<file path="src/rtl/eth_rst_seq.sv">
// Ethernet reset/timebase sequencer.
// Qualifies locks, then releases stage resets in order.
module eth_rst_seq #(
  parameter int unsigned CLK_PER_US = 125,
  parameter int unsigned US_PER_MS  = 1000,
  parameter int unsigned NSTAGE     = 4,
  parameter int unsigned LOCK_N     = 3,
  parameter logic [NSTAGE*16-1:0] STAGE_MS =
    {16'd1, 16'd1, 16'd32, 16'd1},
  parameter int unsigned LOCK_MS    = 10,
  parameter int unsigned HOLD_MS    = 2
) (
  input  logic              clki,
  input  logic              arst_ni,
  input  logic [LOCK_N-1:0] lock_i,
  input  logic              soft_rst_i,
  output logic [NSTAGE-1:0] stage_rstn_o,
  output logic              done_o,
  output logic              tick_us_o,
  output logic              tick_ms_o,
  output logic [1:0]        state_o,
  output logic [7:0]        reseq_cnt_o
);

  localparam int UW = $clog2(CLK_PER_US);
  localparam int MW = $clog2(US_PER_MS);

  typedef enum logic [1:0] {
    S_WAIT = 2'd0,
    S_REL  = 2'd1,
    S_RUN  = 2'd2,
    S_HOLD = 2'd3
  } state_t;

  logic [UW-1:0]     us_cnt;
  logic [MW-1:0]     ms_cnt;
  logic              us_wrap;
  logic              ms_wrap;
  logic [LOCK_N-1:0] lock_s1;
  logic [LOCK_N-1:0] lock_s2;
  logic              lock_ok;
  logic              fault;

  state_t            state, state_n;
  logic [2:0]        k, k_n;
  logic [15:0]       dly, dly_n;
  logic [15:0]       stage_dly;
  logic [NSTAGE-1:0] rstn_n;
  logic              done_n;
  logic [7:0]        reseq_n;

  assign us_wrap = us_cnt == UW'(CLK_PER_US - 1);
  assign ms_wrap = ms_cnt == MW'(US_PER_MS - 1);
  assign lock_ok = &lock_s2;
  assign fault   = !lock_ok || soft_rst_i;
  assign state_o = state;

  always_ff @(posedge clki or negedge arst_ni) begin
    if (!arst_ni) begin
      us_cnt    <= '0;
      ms_cnt    <= '0;
      tick_us_o <= 1'b0;
      tick_ms_o <= 1'b0;
      lock_s1   <= '0;
      lock_s2   <= '0;
    end else begin
      tick_us_o <= us_wrap;
      tick_ms_o <= us_wrap && ms_wrap;
      us_cnt    <= us_wrap ? '0 : us_cnt + UW'(1);
      if (us_wrap)
        ms_cnt <= ms_wrap ? '0 : ms_cnt + MW'(1);
      lock_s1   <= lock_i;
      lock_s2   <= lock_s1;
    end
  end

  always_comb begin
    stage_dly = '0;
    for (int i = 0; i < NSTAGE; i++)
      if (k == 3'(i))
        stage_dly = STAGE_MS[i*16 +: 16];
  end

  always_comb begin
    state_n = state;
    k_n     = k;
    dly_n   = dly;
    rstn_n  = stage_rstn_o;
    done_n  = done_o;
    reseq_n = reseq_cnt_o;
    if (tick_ms_o && dly != 16'hFFFF)
      dly_n = dly + 16'd1;
    unique case (state)
      S_WAIT: begin
        rstn_n = '0;
        done_n = 1'b0;
        if (fault) begin
          dly_n = '0;
        end else if (dly == 16'(LOCK_MS)) begin
          state_n = S_REL;
          k_n     = '0;
          dly_n   = '0;
        end
      end
      S_REL, S_RUN: begin
        // A fault wins over a stage release in the same cycle
        if (fault) begin
          state_n = S_HOLD;
          rstn_n  = '0;
          done_n  = 1'b0;
          dly_n   = '0;
          if (reseq_cnt_o != 8'hFF)
            reseq_n = reseq_cnt_o + 8'd1;
        end else if (state == S_REL && dly == stage_dly) begin
          rstn_n = stage_rstn_o | (NSTAGE'(1) << k);
          dly_n  = '0;
          if (k == 3'(NSTAGE - 1)) begin
            state_n = S_RUN;
            done_n  = 1'b1;
          end else begin
            k_n = k + 3'd1;
          end
        end
      end
      S_HOLD: begin
        rstn_n = '0;
        done_n = 1'b0;
        if (dly == 16'(HOLD_MS)) begin
          state_n = S_WAIT;
          dly_n   = '0;
        end
      end
      default: state_n = S_WAIT;
    endcase
  end

  always_ff @(posedge clki or negedge arst_ni) begin
    if (!arst_ni) begin
      state        <= S_WAIT;
      k            <= '0;
      dly          <= '0;
      stage_rstn_o <= '0;
      done_o       <= 1'b0;
      reseq_cnt_o  <= '0;
    end else begin
      state        <= state_n;
      k            <= k_n;
      dly          <= dly_n;
      stage_rstn_o <= rstn_n;
      done_o       <= done_n;
      reseq_cnt_o  <= reseq_n;
    end
  end

endmodule

</file>
<file path="config.mk">
export PLATFORM = sky130hd
export DESIGN_NAME = eth_rst_seq
export DESIGN_NICKNAME = d
export VERILOG_FILES = /design/src/rtl/eth_rst_seq.sv
export SDC_FILE = /design/constraint.sdc
export NUM_CORES = 1
export LEC_CHECK = 0
export CAP_MARGIN = 0
export CORE_UTILIZATION = 45
export CTS_CLUSTER_SIZE = 16
export DETAILED_ROUTE_END_ITERATION = 12
export PLACE_DENSITY = 0.74
export SLEW_MARGIN = 15
export SYNTH_ARGS = -nofsm -noshare
export SYNTH_HDL_FRONTEND = slang
export SYNTH_SLANG_ARGS = --single-unit
</file>
<file path="constraint.sdc">
create_clock -name clki -period 2.8 [get_ports clki]
set_input_delay 0.56 -clock clki [delete_from_list [all_inputs] [get_ports clki]]
set_output_delay 0.56 -clock clki [all_outputs]
set_load 0.1 [all_outputs]
</file>
Word level (Yosys, flattened, before mapping)
Cells that the tools add are included.

storage, ports and cells
  flip-flop bits (word level) = 59
  input port bits = 6
  logic and storage cells = 88

operators by class
  $add $sub $neg = 5
  eq/ne operators = 21
  shift operators = 1
  mux-type cells = 33
  bitwise operators = 1
  reductions and logical operators = 15

operators by type and width
  cell                                                               count
  16-bit two-way mux                                                 8
  16-bit one-hot mux with 3 select lines                             1
  16-bit by 1-bit adder with 16-bit output (second input constant)   1
  16-bit == test                                                     1
  16-bit by 2-bit == test with 1-bit output (second input constant)  1
  16-bit by 4-bit == test with 1-bit output (second input constant)  1
  16-bit != test (second input constant)                             1
  3-bit two-way mux                                                  5
  2-bit two-way mux                                                  6
  2-bit != test (second input constant)                              6
  10-bit by 1-bit adder with 10-bit output (second input constant)   1
  10-bit == test (second input constant)                             1
  10-bit two-way mux                                                 1
  8-bit by 1-bit adder with 8-bit output (second input constant)     1
  4-bit two-way mux                                                  2
  8-bit != test (second input constant)                              1
  4-bit one-hot mux with 2 select lines                              1
  7-bit by 1-bit adder with 7-bit output (second input constant)     1
  7-bit == test (second input constant)                              1
  7-bit two-way mux                                                  1
  3-bit by 2-bit == test with 1-bit output (second input constant)   2
  6-bit two-way mux                                                  1
  3-bit != test (second input constant)                              2
  2-bit one-hot mux with 3 select lines                              1
  other kinds (20)                                                   28

Depth between registers and ports, before layout
  depth in word-level cells = 10
  depth in mapped cells = 9
  gate-level depth less buffers = 8

Least setup slack after synthesis
Ideal clock, no wire load.

  path kind = register to register
  start = reg k[0]
  end = reg dly[3]
  library setup time = 0.119 ns
  data arrival time = 2.300 ns
  data required time = 2.681 ns
  setup slack = 0.381 ns
  stages on the path, launching flop included = 10
  cell sequence = dfrtp_1 -> ha_1 -> ha_1 -> nor4b_1 -> xor2_1 -> nor4b_2 -> a21boi_4 -> o221a_4 -> buf_8 -> nor2_1

between the ends
  word-level cells in the longest chain between the ends = 10
  elaborated cells between the ends (all ways) = 13

RTL lines
  element                                   RTL line  source
  from (decl)                               45        logic [2:0] k, k_n;
  from (signal assigned)                    147       k <= k_n;
  3-bit zero test                           80        if (k == 3'(i))
  1-bit two-way mux                         80
  6-bit two-way mux                         80
  16-bit two-way mux                        80
  16-bit two-way mux *                      80
  16-bit == test *                          114       end else if (state == S_REL && dly == stage_dly) begin
  1-bit logical AND *                       114
  16-bit two-way mux *                      114
  16-bit two-way mux *                      107       if (fault) begin
  16-bit one-hot mux with 3 select lines *  93        unique case (state)
  via dly_n[3]                              46        logic [15:0] dly, dly_n;
  to (signal assigned)                      148       dly <= dly_n;
  to (decl)                                 46

Mark *: on every way through the listed nets, which the timed path passes. The rest lies on a longest branch.
A chain may end at the register's enable or synchronous reset.

Worst setup path in the final report
  start = reg k[0]
  end = reg dly[1]

The elaborated chain is that of the path after synthesis.

==> key figures <==
Final layout
  – Final net count: 338
  – Fill cell count: approximately 580
  – Final Util: 54.7%
  – Diode count: 0
  – Share of cells above drive strength 1: 13.0%
  – Area grow syn2layout: 17.5%

Synthesis
  – Cell area after synthesis: 2940 um2
  – Yosys cell types: 41
  – Post-Syn Nets: between 300 and 400
  – Yosys reg bits: 59
  – Synth Instances: 289
  – Number of synthesis warnings: 0
  – Post-synth EDFFs: 0
  – Sequential area share after synthesis: between 50% and 60%
  – Async set or reset register ratio after synthesis: 100%
  – Primary FF master, synth: dfrtp_1
  – Syn avg cell area: 10.2 um2

Floorplan
  – Die W: 82.8 um
  – Die area: 6860 um2
  – Row count: 29
  – Die H: 82.8 um
  – Core Region: around 6300 um2
  – Initial Util: 46.5%
  – Io pins: 23

Worst setup path
  – Critical Path RT: 3010 ps
  – Critical Path Sink: dly[1]
  – Critical Path Start: k[0]
  – Critical R2R Launch: k[0]
  – CP arrival: approximately 2800 ps
  – Critical path type: reg -> reg
  – Reg2reg end: dly[1]
  – FF-to-FF path depth: 8
  – Element type at the critical path end: flip-flop
  – Critical Path Start Type: flip-flop
  – R2R setup slack: 170 ps
  – Max FO, Critical Path: 16

STA
  – Skew final: about 9.0 ps
  – RSZ-0062 raised after global routing: no
  – Fmax: around 0.38 GHz
  – Tcrit/Tclk final: 93.9%
  – Slew @ Worst Pin: about 600 ps
  – Final Hold Vio Count: 0
  – Relative slew slack: 59.8%
  – Endpoints failing setup: 0
  – Setup TNS: 0 ps
  – Tmin final: 2630 ps
  – Slew Viols, Final: 0

Drt
  – Iteration count of the initial detailed-routing pass: 4
  – DR DRC count: 0
  – Iteration-0 DRC Markers: 153
  – Via/cell ratio: 5.30
  – Final wirelength: 5510 um
  – Post-route ant nets: 0
  – WL per Instance: 13.8 um
  – Vias: 2121

Power
  – Pwr dens: approximately 560 nW/um2
  – Leakage power: approximately 1.5 nW
  – Maximum vdd ir drop: 0.468 mV

Global route
  – Initial antenna violation count: 0
  – Top Usage Layer GRT: met2
  – Largest net degree at the start of global routing: 27
  – Met3 Use GR: 4.77%
  – M1 GR Usage: 23.1%
  – Grt total ovfl: 0
  – GRT Overall Usage: ~18%
  – Met2 GRT Util: 28.1%
  – First-pass GRT wire length: 9640 um
  – Vias in the first global route: 2071

Clocking
  – Clk Latency, worst-skew pair: 350 ps
  – CTS sink count: 59
  – Reg clk slew, reported paths: 70 ps
  – Post-CTS Hold Fix Bufs: 0
  – H-tree Lvls: 3
  – Post-CTS Setup Bufs: 0
  – Max clock buf depth: 2
  – CTS tree: yes
  – Cts bufs inserted: 9
  – Clk root buf: clkbuf_8
  – Resized Gates After CTS: 0

Placed design
  – RePlAce Congestion: 0.807
  – Placed wire-length estimate: 3780 um
  – Port buffer count: 22

Job
  – Max Cap Viol: 0

Run status
  – Status: finished, final reports clean

Worst hold path
  – Min-delay worst type: in -> async
worst min-delay path by stage:
| stage | startpoint | end | slack, ps | cells after the start |
|---|---|---|---|---|
| 2_1_floorplan | arst_ni | dly[0] | 260 | 0 |
| 3_5_place_dp | lock_s1[2] | lock_s2[2] | 340 | 0 |
| 5_1_grt | arst_ni | stage_rstn_o[1] | 130 | 1 |
| 3_3_place_gp | lock_s1[1] | lock_s2[1] | 330 | 0 |
| 6_report | arst_ni | stage_rstn_o[1] | 110 | 1 |
| 4_1_cts | arst_ni | stage_rstn_o[1] | 120 | 1 |
per-stage QoR:
stage | cells | instance area (um2) | hold WS [ps] | power (mW) | setup WS (ps)
detailed placement | 384 | 3190 | 336 | 0.902 | 162
CTS | 400 | 3450 | 117 | 1.94 | 139
global route | 400 | 3450 | 129 | 1.98 | 36.3
finish | 400 | 3450 | 114 | 1.92 | 170
floorplan | 289 | 2940 | 264 | 0.875 | 381
global placement | 384 | 3190 | 335 | 0.901 | 277
state kept, by name, indices dropped and copies added (netlist names), 2 cells and up:
signal	cells
dly	16
k	3
lock_s1	3
lock_s2	3
ms_cnt	10
reseq_cnt_o	8
stage_rstn_o	4
state_o	2
us_cnt	7
layout by cell type, fill, tap and decap left out, drive strengths merged, types with 2 or more instances in the layout:
| cell type | instances |
|---|---|
| nor2 | 37 |
| dfrtp | 59 |
| xnor2 | 18 |
| clkdlybuf4s50 | 4 |
| clkbuf | 9 |
| a31oi | 3 |
| o21ai | 18 |
| a21oi | 4 |
| nand4b | 2 |
| o21a | 2 |
| and3 | 7 |
| nor4b | 3 |
| nor2b | 5 |
| nor4 | 3 |
| nand4 | 11 |
| nand2 | 20 |
| ha | 14 |
| and4 | 2 |
| clkinvlp | 2 |
| xor2 | 13 |
| nand3 | 15 |
| bufinv | 4 |
| buf | 20 |
| inv | 14 |
| nand2b | 4 |
| or3 | 2 |
| o211ai | 4 |
| nor3 | 11 |
worst max-delay path, stage by stage, from the launching register on:
cell,delay (ps)
dfrtp_1,430
ha_1,220
ha_1,230
nor4b_1,370
xor2_1,130
nor4b_2,380
a21boi_4,300
o221a_4,340
a211oi_1,90
final cells by class:
class	instances	area [um2]	area share (%)
sequential	59	1480	42.8
multi-input combinational	210	1370	39.8
timing repair buffer	24	188	5.44
clock inverter	7	140	4.06
clock buffer	9	124	3.59
tap	77	96.3	2.79
inverter	14	52.6	1.52
report_power, final:
group / switching, mW / total [mW] / leakage [nW] / internal, mW
sequential: 0.00150 / 0.858 / 0.702 / 0.856
clock: 0.356 / 1.03 / 0.125 / 0.679
combinational: 0.0178 / 0.0257 / 0.698 / 0.00789
Yosys cell counts (3+ instances only):
| master | instances | area (um2) |
|---|---|---|
| dfrtp_1 | 59 | 1480 |
| nor2_1 | 37 | 139 |
| nand2_1 | 20 | 75.1 |
| o21ai_0 | 18 | 90.1 |
| xnor2_1 | 18 | 158 |
| nand3_1 | 15 | 75.1 |
| ha_1 | 14 | 175 |
| inv_1 | 14 | 52.6 |
| xor2_1 | 13 | 114 |
| nand4_1 | 11 | 68.8 |
| nor3_1 | 11 | 55.1 |
| and3_1 | 6 | 37.5 |
| nor2b_1 | 5 | 31.3 |
| a21oi_1 | 4 | 20.0 |
| clkbuf_1 | 4 | 15.0 |
| nand2b_1 | 4 | 25.0 |
| o211ai_1 | 4 | 30.0 |
| a31oi_1 | 3 | 18.8 |
metal layers:
metal,up-vias,wire [um]
met5,-,0
met4,0,75
met3,6,179
met2,33,2670
met1,1012,2590
li1,1070,-
cell families (layout without fill, tap and decap cells):
group | Yosys count | after routing | synth area share (%)
compound gates | 39 | 39 | 8.99
xor+xnor | 31 | 31 | 9.24
fa+ha+maj | 14 | 14 | 5.96
mux | 1 | 1 | 0.383
simple gates | 125 | 125 | 22.2
flops | 59 | 59 | 50.3
buf+inv | 20 | 54 | 2.98
Power figures use the tool's default switching activity.
